`config.mk`:
```
export PLATFORM = sky130hd
export DESIGN_NAME = ifetch_queue
export DESIGN_NICKNAME = d
export VERILOG_FILES = /design/src/rtl/ifq_pkg.sv /design/src/rtl/ifq_checker.sv /design/src/rtl/ifq_fifo.sv /design/src/rtl/ifetch_queue.sv
export SDC_FILE = /design/constraint.sdc
export NUM_CORES = 1
export LEC_CHECK = 0
export ABC_AREA = 1
export ABC_CLOCK_PERIOD_IN_PS = 11660
export CORE_ASPECT_RATIO = 0.5
export CORE_MARGIN = 2
export CORE_UTILIZATION = 40
export DETAILED_ROUTE_END_ITERATION = 7
export DONT_BUFFER_PORTS = 1
export GPL_TIMING_DRIVEN = 0
export PLACE_DENSITY = 0.54
export SLEW_MARGIN = 20
export SYNTH_ARGS = -nofsm -noshare
export SYNTH_HDL_FRONTEND = slang
export SYNTH_HIERARCHICAL = 1
export SYNTH_SLANG_ARGS = --single-unit
```
`constraint.sdc`:
```
create_clock -name clk -period 11.66 [get_ports clk]
set_input_delay 1.166 -clock clk [delete_from_list [all_inputs] [get_ports clk]]
set_output_delay 1.166 -clock clk [all_outputs]
set_load 0.05 [all_outputs]
```
`src/rtl/ifq_pkg.sv`:
```
// Shared types and constants for the instruction prefetch queue.
// Holds the reset vector, the queue entry layout and the counter-width helper.
package ifq_pkg;

    localparam logic [31:0] RESET_VEC = 32'hBFC0_0000;

    // Address-error-on-load exception code reported to CP0 for bad fetches.
    localparam logic [4:0] EXC_ADEL = 5'h04;

    typedef struct packed {
        logic [31:0] pc;
        logic [31:0] inst;
        logic        excp;
    } ifq_entry_t;

    function automatic int cnt_width(input int max_val);
        return (max_val < 1) ? 1 : $clog2(max_val + 1);
    endfunction

endpackage

```
`src/rtl/ifq_checker.sv`:
```
// Protocol and structural assertions for the prefetch queue.
module ifq_checker #(
    parameter int CNT_W = 2,
    parameter int OCC_W = 3,
    parameter int DEPTH = 4
) (
    input logic             clk,
    input logic             rst,
    input logic             mem_req,
    input logic [1:0]       mem_addr_lo,
    input logic             mem_rvalid,
    input logic [CNT_W-1:0] outst,
    input logic             push,
    input logic [OCC_W-1:0] occ
);

    a_rvalid_owed: assert property (@(posedge clk) disable iff (!rst)
        !(mem_rvalid && (outst == '0)))
        else $error("ifq: response with no outstanding request");

    a_req_aligned: assert property (@(posedge clk) disable iff (!rst)
        mem_req |-> (mem_addr_lo == 2'b00))
        else $error("ifq: unaligned request address");

    a_no_overflow: assert property (@(posedge clk) disable iff (!rst)
        push |-> (int'(occ) < DEPTH))
        else $error("ifq: push into a full queue");

endmodule

```
`src/rtl/ifq_fifo.sv`:
```
// Synchronous DEPTH-entry FIFO with wrap-around pointers and an extra MSB,
// exposing occupancy and a synchronous clear.
module ifq_fifo
    import ifq_pkg::*;
#(
    parameter int W     = 65,
    parameter int DEPTH = 4,
    localparam int PTR_W = $clog2(DEPTH)
) (
    input  logic             clk,
    input  logic             rst,
    input  logic             clr,
    input  logic             push,
    input  logic [W-1:0]     wdata,
    input  logic             pop,
    output logic [W-1:0]     rdata,
    output logic             empty,
    output logic [PTR_W:0]   occ
);

    localparam logic [PTR_W:0] PTR_ONE = (PTR_W + 1)'(1'b1);

    logic [W-1:0]   mem_r [DEPTH];
    logic [PTR_W:0] wptr_r;
    logic [PTR_W:0] rptr_r;
    logic           full_s;
    logic           push_s;
    logic           pop_s;

    // Status and guarded push/pop strobes.
    always_comb begin
        empty  = (wptr_r == rptr_r);
        full_s = (wptr_r[PTR_W] != rptr_r[PTR_W]) &&
                 (wptr_r[PTR_W-1:0] == rptr_r[PTR_W-1:0]);
        occ    = wptr_r - rptr_r;
        push_s = push & ~full_s & ~clr;
        pop_s  = pop & ~empty & ~clr;
        rdata  = mem_r[rptr_r[PTR_W-1:0]];
    end

    // Pointer update; clear and reset both empty the queue.
    always_ff @(posedge clk) begin
        if (!rst || clr) begin
            wptr_r <= '0;
            rptr_r <= '0;
        end else begin
            if (push_s) wptr_r <= wptr_r + PTR_ONE;
            if (pop_s)  rptr_r <= rptr_r + PTR_ONE;
        end
    end

    // Entry storage; contents are qualified by the pointers, so no reset.
    always_ff @(posedge clk) begin
        if (push_s) mem_r[wptr_r[PTR_W-1:0]] <= wdata;
    end

endmodule

```
`src/rtl/ifetch_queue.sv`:
```
// Instruction prefetch queue: pipelined iram requests with credit control,
// redirect-time discard of stale responses and misaligned-PC exceptions.
module ifetch_queue
    import ifq_pkg::*;
#(
    parameter int               ADDR_W    = 32,
    parameter int               DATA_W    = 32,
    parameter int               DEPTH     = 4,
    parameter int               MAX_OUTST = 2,
    parameter logic [ADDR_W-1:0] RESET_PC = ADDR_W'(RESET_VEC)
) (
    input  logic              clk,
    input  logic              rst,
    input  logic              redirect,
    input  logic [ADDR_W-1:0] redirect_pc,
    output logic              mem_req,
    output logic [ADDR_W-1:0] mem_addr,
    input  logic              mem_gnt,
    input  logic              mem_rvalid,
    input  logic [DATA_W-1:0] mem_rdata,
    output logic              deq_valid,
    input  logic              deq_ready,
    output logic [ADDR_W-1:0] deq_pc,
    output logic [DATA_W-1:0] deq_inst,
    output logic              deq_excp
);

    localparam int CNT_W   = cnt_width(MAX_OUTST);
    localparam int PTR_W   = $clog2(DEPTH);
    localparam int ENTRY_W = ADDR_W + DATA_W + 1;
    localparam logic [ADDR_W-1:0] PC_STEP = ADDR_W'(32'd4);
    localparam logic [CNT_W-1:0]  CNT_ONE = CNT_W'(1'b1);

    typedef struct packed {
        logic [ADDR_W-1:0] pc;
        logic [DATA_W-1:0] inst;
        logic              excp;
    } entry_t;

    logic [ADDR_W-1:0] fetch_pc_r;
    logic [ADDR_W-1:0] pc_tail_r;
    logic [CNT_W-1:0]  outst_r;
    logic [CNT_W-1:0]  discard_r;
    logic              halted_r;

    logic [CNT_W-1:0]  live_s;
    logic [CNT_W-1:0]  outst_nxt_s;
    logic              credit_s;
    logic              grant_s;
    logic              rsp_s;
    logic              drop_s;
    logic              push_rsp_s;
    logic              misal_s;
    logic              push_s;
    logic              pop_s;
    entry_t            wentry_s;
    entry_t            head_s;
    logic              empty_s;
    logic [PTR_W:0]    occ_s;

    // Request credit, response classification and queue write selection.
    always_comb begin
        live_s     = outst_r - discard_r;
        credit_s   = ((int'(occ_s) + int'(live_s)) < DEPTH) && (int'(outst_r) < MAX_OUTST);
        mem_req    = rst & ~redirect & ~halted_r & (fetch_pc_r[1:0] == 2'b00) & credit_s;
        mem_addr   = fetch_pc_r;
        grant_s    = mem_req & mem_gnt;
        // Responses with nothing owed (e.g. after a core reset) are ignored.
        rsp_s      = mem_rvalid & (outst_r != '0);
        drop_s     = rsp_s & (discard_r != '0);
        push_rsp_s = rsp_s & ~drop_s & ~redirect;
        misal_s    = rst & ~redirect & ~halted_r & (fetch_pc_r[1:0] != 2'b00) &
                     (live_s == '0) & (int'(occ_s) < DEPTH);
        push_s     = push_rsp_s | misal_s;
        deq_valid  = rst & ~empty_s;
        pop_s      = deq_valid & deq_ready & ~redirect;
        deq_pc     = head_s.pc;
        deq_inst   = head_s.inst;
        deq_excp   = head_s.excp;
        if (misal_s) begin
            wentry_s = '{pc: fetch_pc_r, inst: '0, excp: 1'b1};
        end else begin
            wentry_s = '{pc: pc_tail_r, inst: mem_rdata, excp: 1'b0};
        end
        case ({grant_s, rsp_s})
            2'b10:   outst_nxt_s = outst_r + CNT_ONE;
            2'b01:   outst_nxt_s = outst_r - CNT_ONE;
            default: outst_nxt_s = outst_r;
        endcase
    end

    // Fetch PC, tail PC, in-flight/discard counters and halt flag.
    always_ff @(posedge clk) begin
        if (!rst) begin
            fetch_pc_r <= RESET_PC;
            pc_tail_r  <= RESET_PC;
            outst_r    <= '0;
            discard_r  <= '0;
            halted_r   <= 1'b0;
        end else if (redirect) begin
            // Everything still owed after this edge belongs to the old stream.
            fetch_pc_r <= redirect_pc;
            pc_tail_r  <= redirect_pc;
            halted_r   <= 1'b0;
            outst_r    <= outst_nxt_s;
            discard_r  <= outst_nxt_s;
        end else begin
            outst_r <= outst_nxt_s;
            if (grant_s)    fetch_pc_r <= fetch_pc_r + PC_STEP;
            if (push_rsp_s) pc_tail_r  <= pc_tail_r + PC_STEP;
            if (drop_s)     discard_r  <= discard_r - CNT_ONE;
            if (misal_s)    halted_r   <= 1'b1;
        end
    end

    ifq_fifo #(
        .W     (ENTRY_W),
        .DEPTH (DEPTH)
    ) u_fifo (
        .clk   (clk),
        .rst   (rst),
        .clr   (redirect),
        .push  (push_s),
        .wdata (wentry_s),
        .pop   (pop_s),
        .rdata (head_s),
        .empty (empty_s),
        .occ   (occ_s)
    );

    ifq_checker #(
        .CNT_W (CNT_W),
        .OCC_W (PTR_W + 1),
        .DEPTH (DEPTH)
    ) u_checker (
        .clk         (clk),
        .rst         (rst),
        .mem_req     (mem_req),
        .mem_addr_lo (mem_addr[1:0]),
        .mem_rvalid  (mem_rvalid),
        .outst       (outst_r),
        .push        (push_s),
        .occ         (occ_s)
    );

endmodule
```
==> results.md <==
* Placed Cells incl. Taps at 2182
* DR pass1 iterations at 6
* Pwr Density at 153 nW/um^2
* Max Fanout on Critical Path at 17
* Fin crit period at 4.12 ns
* Most common cell in the synthesized netlist: nand2_1
* Die Area at 41000 sq um
* # clock sinks at 337
* Max Freq at 0.243 GHz
* Die Wd at 284 um
* Vias at 11661
* CP startpoint kind: register
* CP Capture Type: register
* CP bufs+invs at 4
* Hold_sp: pc_tail_r[1]
* Final Cycle Share at 35.3%
* Status: complete, no violations
* Initial core utilization at 40.5%
* RSZ-0062 raised after global routing: no
* Worst reg2reg path startpoint: u_fifo/wptr_r[0]
* XOR/XNOR share of the synthesized area at 1.11%
* Worst Path Arrival at 4.35 ns
* Post-synthesis mux area share at 0%
* Syn_nets at 1726
* Clock Latency Late Sink at 0.54 ns
* Post-synth top flop: edfxtp_1
* Num rows at 51
* Hold violation count in the final report at 0
* Critical path's top delay family: simple AND/OR/NAND/NOR gates
* Distinct cells, synth at 36
* Seq/Total Area, Yosys at 59.5%
* Async SR Flop Fraction at 0%
* Overall Global Routing Usage at 21.9%
* Avg Cell Area, Syn at 9.57 sq um
* Mapped Area at 15700 sq um
* Rel. slew slack at 20.8%
* Synth Warn # at 6
* DR WL/cell at 20.4 um
* Largest family of logic cells by synthesized area: simple AND/OR/NAND/NOR gates
* Most frequent cells after synthesis: nand2_1, edfxtp_1, nor2_1
* IO Port Bufs at 0
* Total gr overflow at 0
* Final Cell Area at 17900 sq um
* Most frequent CP cell: buf_16
* Setup Skew at 0.0181 ns
* Synthesized instance count at 1642
* RePlAce Congestion at 0.936
* Via-to-Cell Ratio at 5.20
* Clk slew on worst S/H paths at 0.06 ns
* DP HPWL at 32400 um
* Post-CTS setup buffers at 0
* Root buffer cell: clkbuf_16
* N_diodes at 0
* Yosys top cell by area: edfxtp_1
* Detailed Route Iter0 Violations at 1286
* Num CTS Buffers at 34
* Initial antenna violation count at 0
* Post-synthesis compound-gate area fraction at 12.2%
* Worst slack at placement at 7.35 ns
* CTS tree: built
* Worst path cell trace: inv_1 > ha_1 > fa_1 > xor2_1 > nor4_2 > nand2_1 > clkbuf_1 > o21ai_0 > nand3_1 > nor2_4 > buf_16 > buf_16
* Antenna Nets Post-Route at 0
* Leak pwr at 6.63 nW
* Most area-consuming cells after synthesis: edfxtp_1, dfxtp_1, nand2_1, nor2_1, o21ai_0
* DRC Markers at 0
* WP data required at 11.90 ns
* Final wirelength at 45700 um
* Yosys reg bits at 337
* Fin cells at 2244
* Fin Setup TNS at 0 ns
* P&R area growth vs syn at 13.8%
* Post-cts sizing count at 0
* Max Cap Violations at 0
* Final Max Tran Viols at 0
* EDFF count, synth at 260
* Die span in y at 144 um
* First-pass GRT wire length at 67400 um
* Hold Crit Class: reg2reg
* Final WS setup at 7.54 ns
* Largest net degree at the start of global routing at 43
* Post-DP Area at 16700 sq um
* Final setup viols at 0
* CP max stage cell: nor2_4
* Layout cells sized above 1 at 11.2%
* Ports at 169
* CTS max path bufs at 3
* Critical path type: reg2reg
* Vias in the first global route at 10945
* Core area at 38800 sq um
* Worst-Margin Slew at 1.21 ns
* Synth top area share at 49.7%
* Final #Nets at 1772
* Hold_buf cts at 0
* Crit path launch: u_fifo/wptr_r[0]
* CTS HTree Levels at 2
* Synth Area in Simple Gates at 19.1%
* Worst VDD drop at 0.0000981 V
* Overall Power at 2.74 mW
* Adder-Cell Fraction of Synth Area at 1.16%
* Delay of the slowest cell on the worst path at 0.65 ns
## report_power, final
group	internal [mW]	switching, mW
Sequential	1.33	0.0582
Clock	0.667	0.477
Combinational	0.0525	0.159
Total	2.05	0.694
## flip-flops by register name, summed over array words and instances (netlist names), named ones only
signal / cells
u_fifo/mem_r: 260
mem_addr: 32
pc_tail_r: 32
u_fifo/rptr_r: 3
u_fifo/wptr_r: 3
discard_r: 2
outst_r: 2
halted_r: 1
## kinds of logic after synthesis
kind of cell,after synthesis
DFF,337
and+or+nand+nor,697
xor gates and xnor gates,20
buffers and inverters,242
AOI/OAI and AO/OA,332
adders and majority gates,14
## cells in the final DEF, fill, tap and decap left out, types with 3 or more instances in the layout
cell type	n
nor2_1	247
clkinv_2	7
o21ai_1	72
dfxtp_1	77
buf_16	6
clkbuf_1	30
a21oi_1	42
nor2_4	25
buf_1	3
buf_4	8
buf_6	9
nand2_2	4
nand3b_1	4
clkbuf_16	35
buf_12	7
edfxtp_1	260
o22ai_2	32
inv_2	7
a31oi_1	8
buf_2	26
nand4_1	18
nand3_1	83
o21ai_2	5
xor2_1	18
o22ai_1	38
clkinv_1	4
ha_1	13
clkinvlp_4	3
bufinv_16	5
nor3_1	8
nand2_1	301
o21ai_0	131
nor2_2	4
inv_1	158
## metrics by stage
step / hold slack (ns) / utilization [%]
finish: 0.469 / 46.1
global route: 0.508 / 46.1
CTS: 0.462 / 46.1
detailed placement: 0.446 / 43.1
global placement: 0.446 / 42.2
floorplan: 0.429 / -
## path summary, 6_finish.rpt
| check | to | slack (ns) | cells after the start |
|---|---|---|---|
| min | pc_tail_r[1] | 0.47 | 2 |
| max reg2reg | u_fifo/mem_r[0][7] | 7.54 | 12 |
| max | u_fifo/mem_r[0][7] | 7.54 | 12 |
| min reg2reg | pc_tail_r[1] | 0.47 | 2 |
## worst reg2reg max path: cells and delay by family, from the launching register on
kind                       cells  cell delay [ns]
and+or+nand+nor                4             1.42
buffers and inverters          4             0.84
DFF                            1             0.38
adders and majority gates      2             0.60
AOI/OAI and AO/OA              1             0.37
xor gates and xnor gates       1             0.20
## layout make-up
class,instances,area [sq um]
Fill cell,3742,20900
Clock buffer,39,891
Inverter,167,634
Tap cell,530,663
Timing Repair Buffer,10,245
Sequential cell,337,9350
Multi-Input combinational cell,1063,5370
Clock inverter,23,273
Buffer,75,460
## routing by layer
metal	share of wire (%)	up-vias	GRT usage (%)
met1	44	5567	29.0
li1	-	5678	-
met3	5.6	68	3.47
met4	2.1	0	5.26
met5	0	-	0
met2	49	348	37.9
(Power assumes the default switching activity.)
